`src/rtl/cnn_dsp_pkg.sv`:
```
// Shared types and helpers for the packed-weight DSP chain tail logic.
// The arithmetic helpers work at a fixed 64-bit width so one function serves
// every field/accumulator width; callers truncate to their own widths.
package cnn_dsp_pkg;

    localparam int DSP_LAT_UNIT = 4;
    localparam int LO_W_DEF     = 18;
    localparam int HI_W_DEF     = 30;
    localparam int P_W          = 48;
    localparam int WIDE_W       = 64;

    // IDLE means the next beat starts a fresh group (base 0).
    typedef enum logic {
        ST_IDLE  = 1'b0,
        ST_ACCUM = 1'b1
    } acc_state_t;

    typedef struct packed {
        logic               sat;
        logic signed [63:0] value;
    } sat_res_t;

    typedef struct packed {
        logic signed [63:0] lo;
        logic signed [63:0] hi;
    } pair_t;

    // Add two operands and clamp the sum into a signed acc_w-bit range.
    function automatic sat_res_t sat_add(input logic signed [63:0] a,
                                         input logic signed [63:0] b,
                                         input int                 acc_w);
        sat_res_t           res;
        logic signed [63:0] s;
        logic signed [63:0] max_v;
        logic signed [63:0] min_v;
        s     = a + b;
        max_v = (64'sd1 <<< (acc_w - 1)) - 64'sd1;
        min_v = -(64'sd1 <<< (acc_w - 1));
        res.sat   = 1'b0;
        res.value = s;
        if (s > max_v) begin
            res.sat   = 1'b1;
            res.value = max_v;
        end else if (s < min_v) begin
            res.sat   = 1'b1;
            res.value = min_v;
        end
        return res;
    endfunction

    // Split P into its two signed partial sums. A negative low field borrowed
    // one from the high field inside the DSP adder, so add it back.
    function automatic pair_t unpack(input logic [47:0] p, input int lo_w);
        pair_t              res;
        logic signed [63:0] t;
        t      = {p, 16'h0000};
        res.lo = (t <<< (48 - lo_w)) >>> (64 - lo_w);
        res.hi = (t >>> (16 + lo_w)) + (res.lo[63] ? 64'sd1 : 64'sd0);
        return res;
    endfunction

endpackage

```
`src/rtl/ctrl_delay_line.sv`:
```
// Parametric shift register that carries per-beat control bits alongside
// the DSP pipeline so they line up with the chain-tail P output.
module ctrl_delay_line #(
    parameter int DEPTH = 4,
    parameter int WIDTH = 2
) (
    input  logic             clk,
    input  logic             rst,
    input  logic [WIDTH-1:0] din,
    output logic [WIDTH-1:0] dout
);

    logic [WIDTH-1:0] stages [DEPTH];

    // Shift one stage per cycle; reset flushes everything in flight.
    always_ff @(posedge clk) begin
        if (rst) begin
            for (int i = 0; i < DEPTH; i++) stages[i] <= '0;
        end else begin
            stages[0] <= din;
            for (int i = 1; i < DEPTH; i++) stages[i] <= stages[i-1];
        end
    end

    assign dout = stages[DEPTH-1];

endmodule

```
`src/rtl/dsp_pair_unpack_acc.sv`:
```
// Chain-tail stage: unpacks the two packed partial sums from P, accumulates
// each over a kernel group, and presents saturated results through a
// single-entry valid/ready output register.
module dsp_pair_unpack_acc
    import cnn_dsp_pkg::*;
#(
    parameter int DSP_LAT = DSP_LAT_UNIT,
    parameter int LO_W    = LO_W_DEF,
    parameter int HI_W    = HI_W_DEF,
    parameter int ACC_W   = 32
) (
    input  logic                    I_clk,
    input  logic                    I_rst,
    input  logic                    I_en,
    input  logic                    I_last,
    input  logic [47:0]             I_p,
    input  logic                    I_ready,
    output logic                    O_valid,
    output logic signed [ACC_W-1:0] O_acc_l,
    output logic signed [ACC_W-1:0] O_acc_h,
    output logic                    O_sat,
    output logic                    O_ovf
);

    logic [1:0]             tap;
    logic                   tap_en;
    logic                   tap_last;
    pair_t                  upk;
    logic                   v1;
    logic                   l1;
    logic signed [LO_W-1:0] lo_q;
    logic signed [HI_W:0]   hi_q;
    acc_state_t             state;
    acc_state_t             state_n;
    logic signed [ACC_W-1:0] acc_l;
    logic signed [ACC_W-1:0] acc_h;
    logic                   grp_sat;
    logic signed [63:0]     base_l;
    logic signed [63:0]     base_h;
    sat_res_t               sat_l;
    sat_res_t               sat_h;
    logic                   beat_sat;
    logic                   slot_free;
    logic                   unused_bits;

    ctrl_delay_line #(
        .DEPTH(DSP_LAT),
        .WIDTH(2)
    ) u_ctrl_dly (
        .clk (I_clk),
        .rst (I_rst),
        .din ({I_en, I_en & I_last}),
        .dout(tap)
    );

    assign tap_en   = tap[1];
    assign tap_last = tap[0];

    // Decode the chain-tail word combinationally from the delayed beat.
    always_comb begin
        upk = unpack(I_p, LO_W);
    end

    // Register the unpacked pair and its control bits.
    always_ff @(posedge I_clk) begin
        if (I_rst) begin
            v1   <= 1'b0;
            l1   <= 1'b0;
            lo_q <= '0;
            hi_q <= '0;
        end else begin
            v1 <= tap_en;
            l1 <= tap_last;
            if (tap_en) begin
                lo_q <= upk.lo[LO_W-1:0];
                hi_q <= upk.hi[HI_W:0];
            end
        end
    end

    // Group tracking state register.
    always_ff @(posedge I_clk) begin
        if (I_rst) state <= ST_IDLE;
        else       state <= state_n;
    end

    // A last beat always returns to IDLE; any other beat enters ACCUM.
    always_comb begin
        state_n = state;
        if (v1) state_n = l1 ? ST_IDLE : ST_ACCUM;
    end

    // Sum this beat onto the running total (or onto zero for a new group).
    always_comb begin
        base_l    = (state == ST_IDLE) ? 64'sd0 : 64'(acc_l);
        base_h    = (state == ST_IDLE) ? 64'sd0 : 64'(acc_h);
        sat_l     = sat_add(base_l, 64'(lo_q), ACC_W);
        sat_h     = sat_add(base_h, 64'(hi_q), ACC_W);
        beat_sat  = sat_l.sat | sat_h.sat;
        slot_free = !O_valid || I_ready;
    end

    assign unused_bits = ^{upk.lo[63:LO_W], upk.hi[63:HI_W+1],
                           sat_l.value[63:ACC_W], sat_h.value[63:ACC_W]};

    // Accumulators, output slot and sticky overflow.
    always_ff @(posedge I_clk) begin
        if (I_rst) begin
            acc_l   <= '0;
            acc_h   <= '0;
            grp_sat <= 1'b0;
            O_valid <= 1'b0;
            O_acc_l <= '0;
            O_acc_h <= '0;
            O_sat   <= 1'b0;
            O_ovf   <= 1'b0;
        end else begin
            if (O_valid && I_ready) O_valid <= 1'b0;
            if (v1) begin
                if (!l1) begin
                    acc_l   <= sat_l.value[ACC_W-1:0];
                    acc_h   <= sat_h.value[ACC_W-1:0];
                    grp_sat <= grp_sat | beat_sat;
                end else begin
                    acc_l   <= '0;
                    acc_h   <= '0;
                    grp_sat <= 1'b0;
                    if (slot_free) begin
                        O_acc_l <= sat_l.value[ACC_W-1:0];
                        O_acc_h <= sat_h.value[ACC_W-1:0];
                        O_sat   <= grp_sat | beat_sat;
                        O_valid <= 1'b1;
                    end else begin
                        O_ovf   <= 1'b1;
                    end
                end
            end
        end
    end

endmodule

```
`config.mk`:
```
export PLATFORM = sky130hd
export DESIGN_NAME = dsp_pair_unpack_acc
export DESIGN_NICKNAME = d
export VERILOG_FILES = /design/src/rtl/cnn_dsp_pkg.sv /design/src/rtl/ctrl_delay_line.sv /design/src/rtl/dsp_pair_unpack_acc.sv
export SDC_FILE = /design/constraint.sdc
export NUM_CORES = 1
export LEC_CHECK = 0
export CORE_UTILIZATION = 65
export DETAILED_ROUTE_END_ITERATION = 6
export DONT_BUFFER_PORTS = 1
export GPL_ROUTABILITY_DRIVEN = 1
export PLACE_DENSITY = 0.81
export SYNTH_ARGS = -nofsm -noshare
export SYNTH_HDL_FRONTEND = slang
export SYNTH_SLANG_ARGS = --single-unit
```
`constraint.sdc`:
```
create_clock -name I_clk -period 5.27 [get_ports I_clk]
set_clock_uncertainty 0.05 [all_clocks]
set_input_delay 1.054 -clock I_clk [delete_from_list [all_inputs] [get_ports I_clk]]
set_output_delay 1.054 -clock I_clk [all_outputs]
set_load 0.05 [all_outputs]
```
==> results.txt <==
final non-filler cell total: 1485
Synth Flop Type: dfxtp_1
clk_lat worst skew: 0.44 ns
combinational share of power: 0.039
fin crit period: 4.94 ns
Synth Instances: 1295
post-CTS resize count: 0
critical path endpoint category: register
die height: 133 um
hold slack: 0.386 ns
Starting Density: 0.671
First DRT Iteration DRCs: 604
DP HPWL: 19.3 mm
net switching power: 730 uW
pin count of the biggest net entering global routing: 112
root buffer cell: clkbuf_16
yosys warns: 0
DP Cell Count: 1453
routed len/inst: 18.6 um
CP max stage delay: 0.70 ns
Port Buf Inserts: 0
Core ar.: 16700 um2
Post-CTS Setup Inserts: 0
setup TNS: 0 ns
fill cell count: 1318
Arr. time, crit path: 5.25 ns
Switching Fraction: 0.250
syn avg cell area: 8.65 um2
Hold Path Class: reg2reg
power density over the cells: 246 nW/um2
CP cell instances: buf_12, and2_1, ha_1, a211oi_1, nor3b_1, o31a_1, a311oi_1, o21a_1, a21oi_1, o21ai_0, nand2b_1, fa_1, o31a_2, buf_4, a21oi_2, a211oi_2
share of cells above drive strength 1: 0.0822
relative slew slack: 0.263
register area share after synthesis: 0.343
GPL Wtd Cong: 0.986
Row Count: 47
Max VDD drop: 0.253 mV
# DRC: 0
Die X-Extent: 133 um
Area Growth Syn to Fin: 5.85%
Yosys reg bits: 192
Post-DRT Antenna Nets: 0
Clock Sinks: 192
Post-synth EDFFs: 0
RSZ-0062 raised after global routing: false
number of antenna violations at the first check in global routing: 0
die area: 17800 um2
startpoint types: register
Final setup violation count: 0
net count after synthesis: 1418
largest area contributor in the synthesized netlist: dfxtp_1
# IOs: 120
Clock Power Share: 0.457
GRT Resource Usage Total: 0.313
Hold Vio Cnt, Final: 0
Bufs on Longest Clock Path: 2
Pre-antenna DRT Iters: 5
max-slew violation count: 0
ANT cells: 0
post-synth top area share: 0.343
Leakage: 0.00473 uW
internal power: 2190 uW
vias per cell: 6.41
post-synthesis async set-or-reset flop share: 0
Crit Path Max Fanout: 42
crit path kind: reg2reg
Slowest-stage cell, CP: o31a_2
clk slew on worst S/H paths: 0.08 ns
post-route clock period utilization: 0.937
WP data required: 5.59 ns
Slew @ Worst Pin: 1.10 ns
Fmax: 203 MHz
vias: 9513
Hold Buf Count CTS: 0
Netlist cell types: 78
CTS Buf Count: 17
vias in the first global route: 9195
Post-Route WL: 27.6 mm
status: completed
final net count: 1375
Post-Syn Area: 11200 um2
first-pass GRT wire length: 45.1 mm
Flop pwr share: 0.503
CTS tree: yes
H-tree Lvls: 4
total of max-cap violations: 0
main area contributors after synthesis: dfxtp_1, ha_1, nor2_1, a221o_1, a21oi_1
Remaining Overflow, GRT: 0
[cells in the final DEF (no fill, tap or decap), types with 6 or more instances in the layout]
cell type,instances
a211oi_1,44
xnor2_1,43
o21bai_1,6
nor3_1,23
nor2_1,137
xor2_1,35
and2_1,68
buf_4,13
nand4_1,14
o21a_1,12
a21oi_2,17
clkbuf_16,17
nand2b_1,12
nand2_1,88
and3_1,21
dfxtp_1,191
a21o_1,24
nand3_1,22
o21ai_0,65
a21oi_1,91
mux2i_1,26
inv_1,22
o211ai_1,12
nor2b_1,21
a221o_1,50
ha_1,66
a211oi_2,19
[critical path, delay by kind of cell (launching register included)]
kind,cells,cell delay [ns]
adder cells (fa/ha/maj),2,0.92
AO/OA/AOI/OAI,9,2.34
AND/OR/NAND/NOR,3,0.35
buffers and inverters,2,0.54
flip-flops,1,0.61
[synthesized netlist by cell type (5+ instances only)]
master / instances
buf_1: 5
a311oi_1: 5
clkbuf_1: 53
a21oi_2: 17
dfxtp_1: 192
a31oi_1: 5
o21bai_1: 6
o21ai_0: 65
ha_1: 66
inv_1: 22
a211oi_1: 44
o21a_1: 12
or3_1: 5
nand2b_1: 12
and3_1: 21
nor2_1: 140
nand2_1: 88
nand3_1: 22
o211ai_1: 12
a21oi_1: 91
nor3_1: 23
a211oi_2: 19
a211o_1: 5
buf_2: 7
xnor2_1: 43
mux2i_1: 26
a21o_1: 24
a221o_1: 50
nand4_1: 14
and2_1: 68
xor2_1: 35
nor2b_1: 21
buf_4: 5
[per-layer routing]
metal	vias up	part of all wire	GRT usage
met2	316	0.48	0.531
met4	0	0.034	0.138
li1	4630	-	-
met3	79	0.063	0.0597
met1	4488	0.43	0.386
met5	-	0	0
[sequential cells by signal (all words and copies together), names as in the netlist, 8 cells and up]
name	flops
O_acc_h	32
acc_l	32
hi_q	31
O_acc_l	32
u_ctrl_dly.stages	8
acc_h	32
lo_q	18
[worst paths after layout]
| kind | start | end | slack, ns | depth (start not counted) |
|---|---|---|---|---|
| hold / removal | u_ctrl_dly.stages[2][1] | u_ctrl_dly.stages[3][1] | 0.39 | 1 |
| hold reg to reg | u_ctrl_dly.stages[2][1] | u_ctrl_dly.stages[3][1] | 0.39 | 1 |
| setup reg to reg | state | O_acc_h[27] | 0.33 | 16 |
| setup / recovery | state | O_acc_h[27] | 0.33 | 16 |
[final cells by class]
cell class	instances	area, um2	area share
Sequential cell	192	3850	0.324
Inverter	23	86.3	0.00728
Tap cell	220	275	0.0232
Timing Repair Buffer	14	118	0.00992
Multi-Input combinational cell	1004	6920	0.584
Clock inverter	15	185	0.0156
Clock buffer	17	425	0.0359
[cells by family (layout without fill, tap and decap cells)]
group,count (synthesis),in the layout,synth area share
buf+inv,99,69,0.0406
flops,192,192,0.343
mux,26,26,0.0232
xor+xnor,78,78,0.0610
simple gates,434,434,0.190
fa+ha+maj,70,70,0.0808
compound gates,396,396,0.262
[power groups by stage]
stage                     logic [uW]  clock network [uW]  registers (uW)
final                            115                1330            1470
after global routing             126                1400            1470
after detailed placement         112                   0            1500
after floorplan                  105                   0            1500
after CTS                        113                1340            1470
after global placement           110                   0            1500
[stage by stage]
step	setup slack, ns	total power, uW	instance area [um2]	util
3_3_place_gp	0.573	1610	11200	0.674
4_1_cts	0.412	2920	11900	0.710
5_1_grt	0.112	3000	11900	0.710
3_5_place_dp	0.486	1620	11200	0.674
2_1_floorplan	1.21	1600	11200	-
6_report	0.334	2920	11900	0.710
Note: power is estimated with default switching activity, not from simulation.
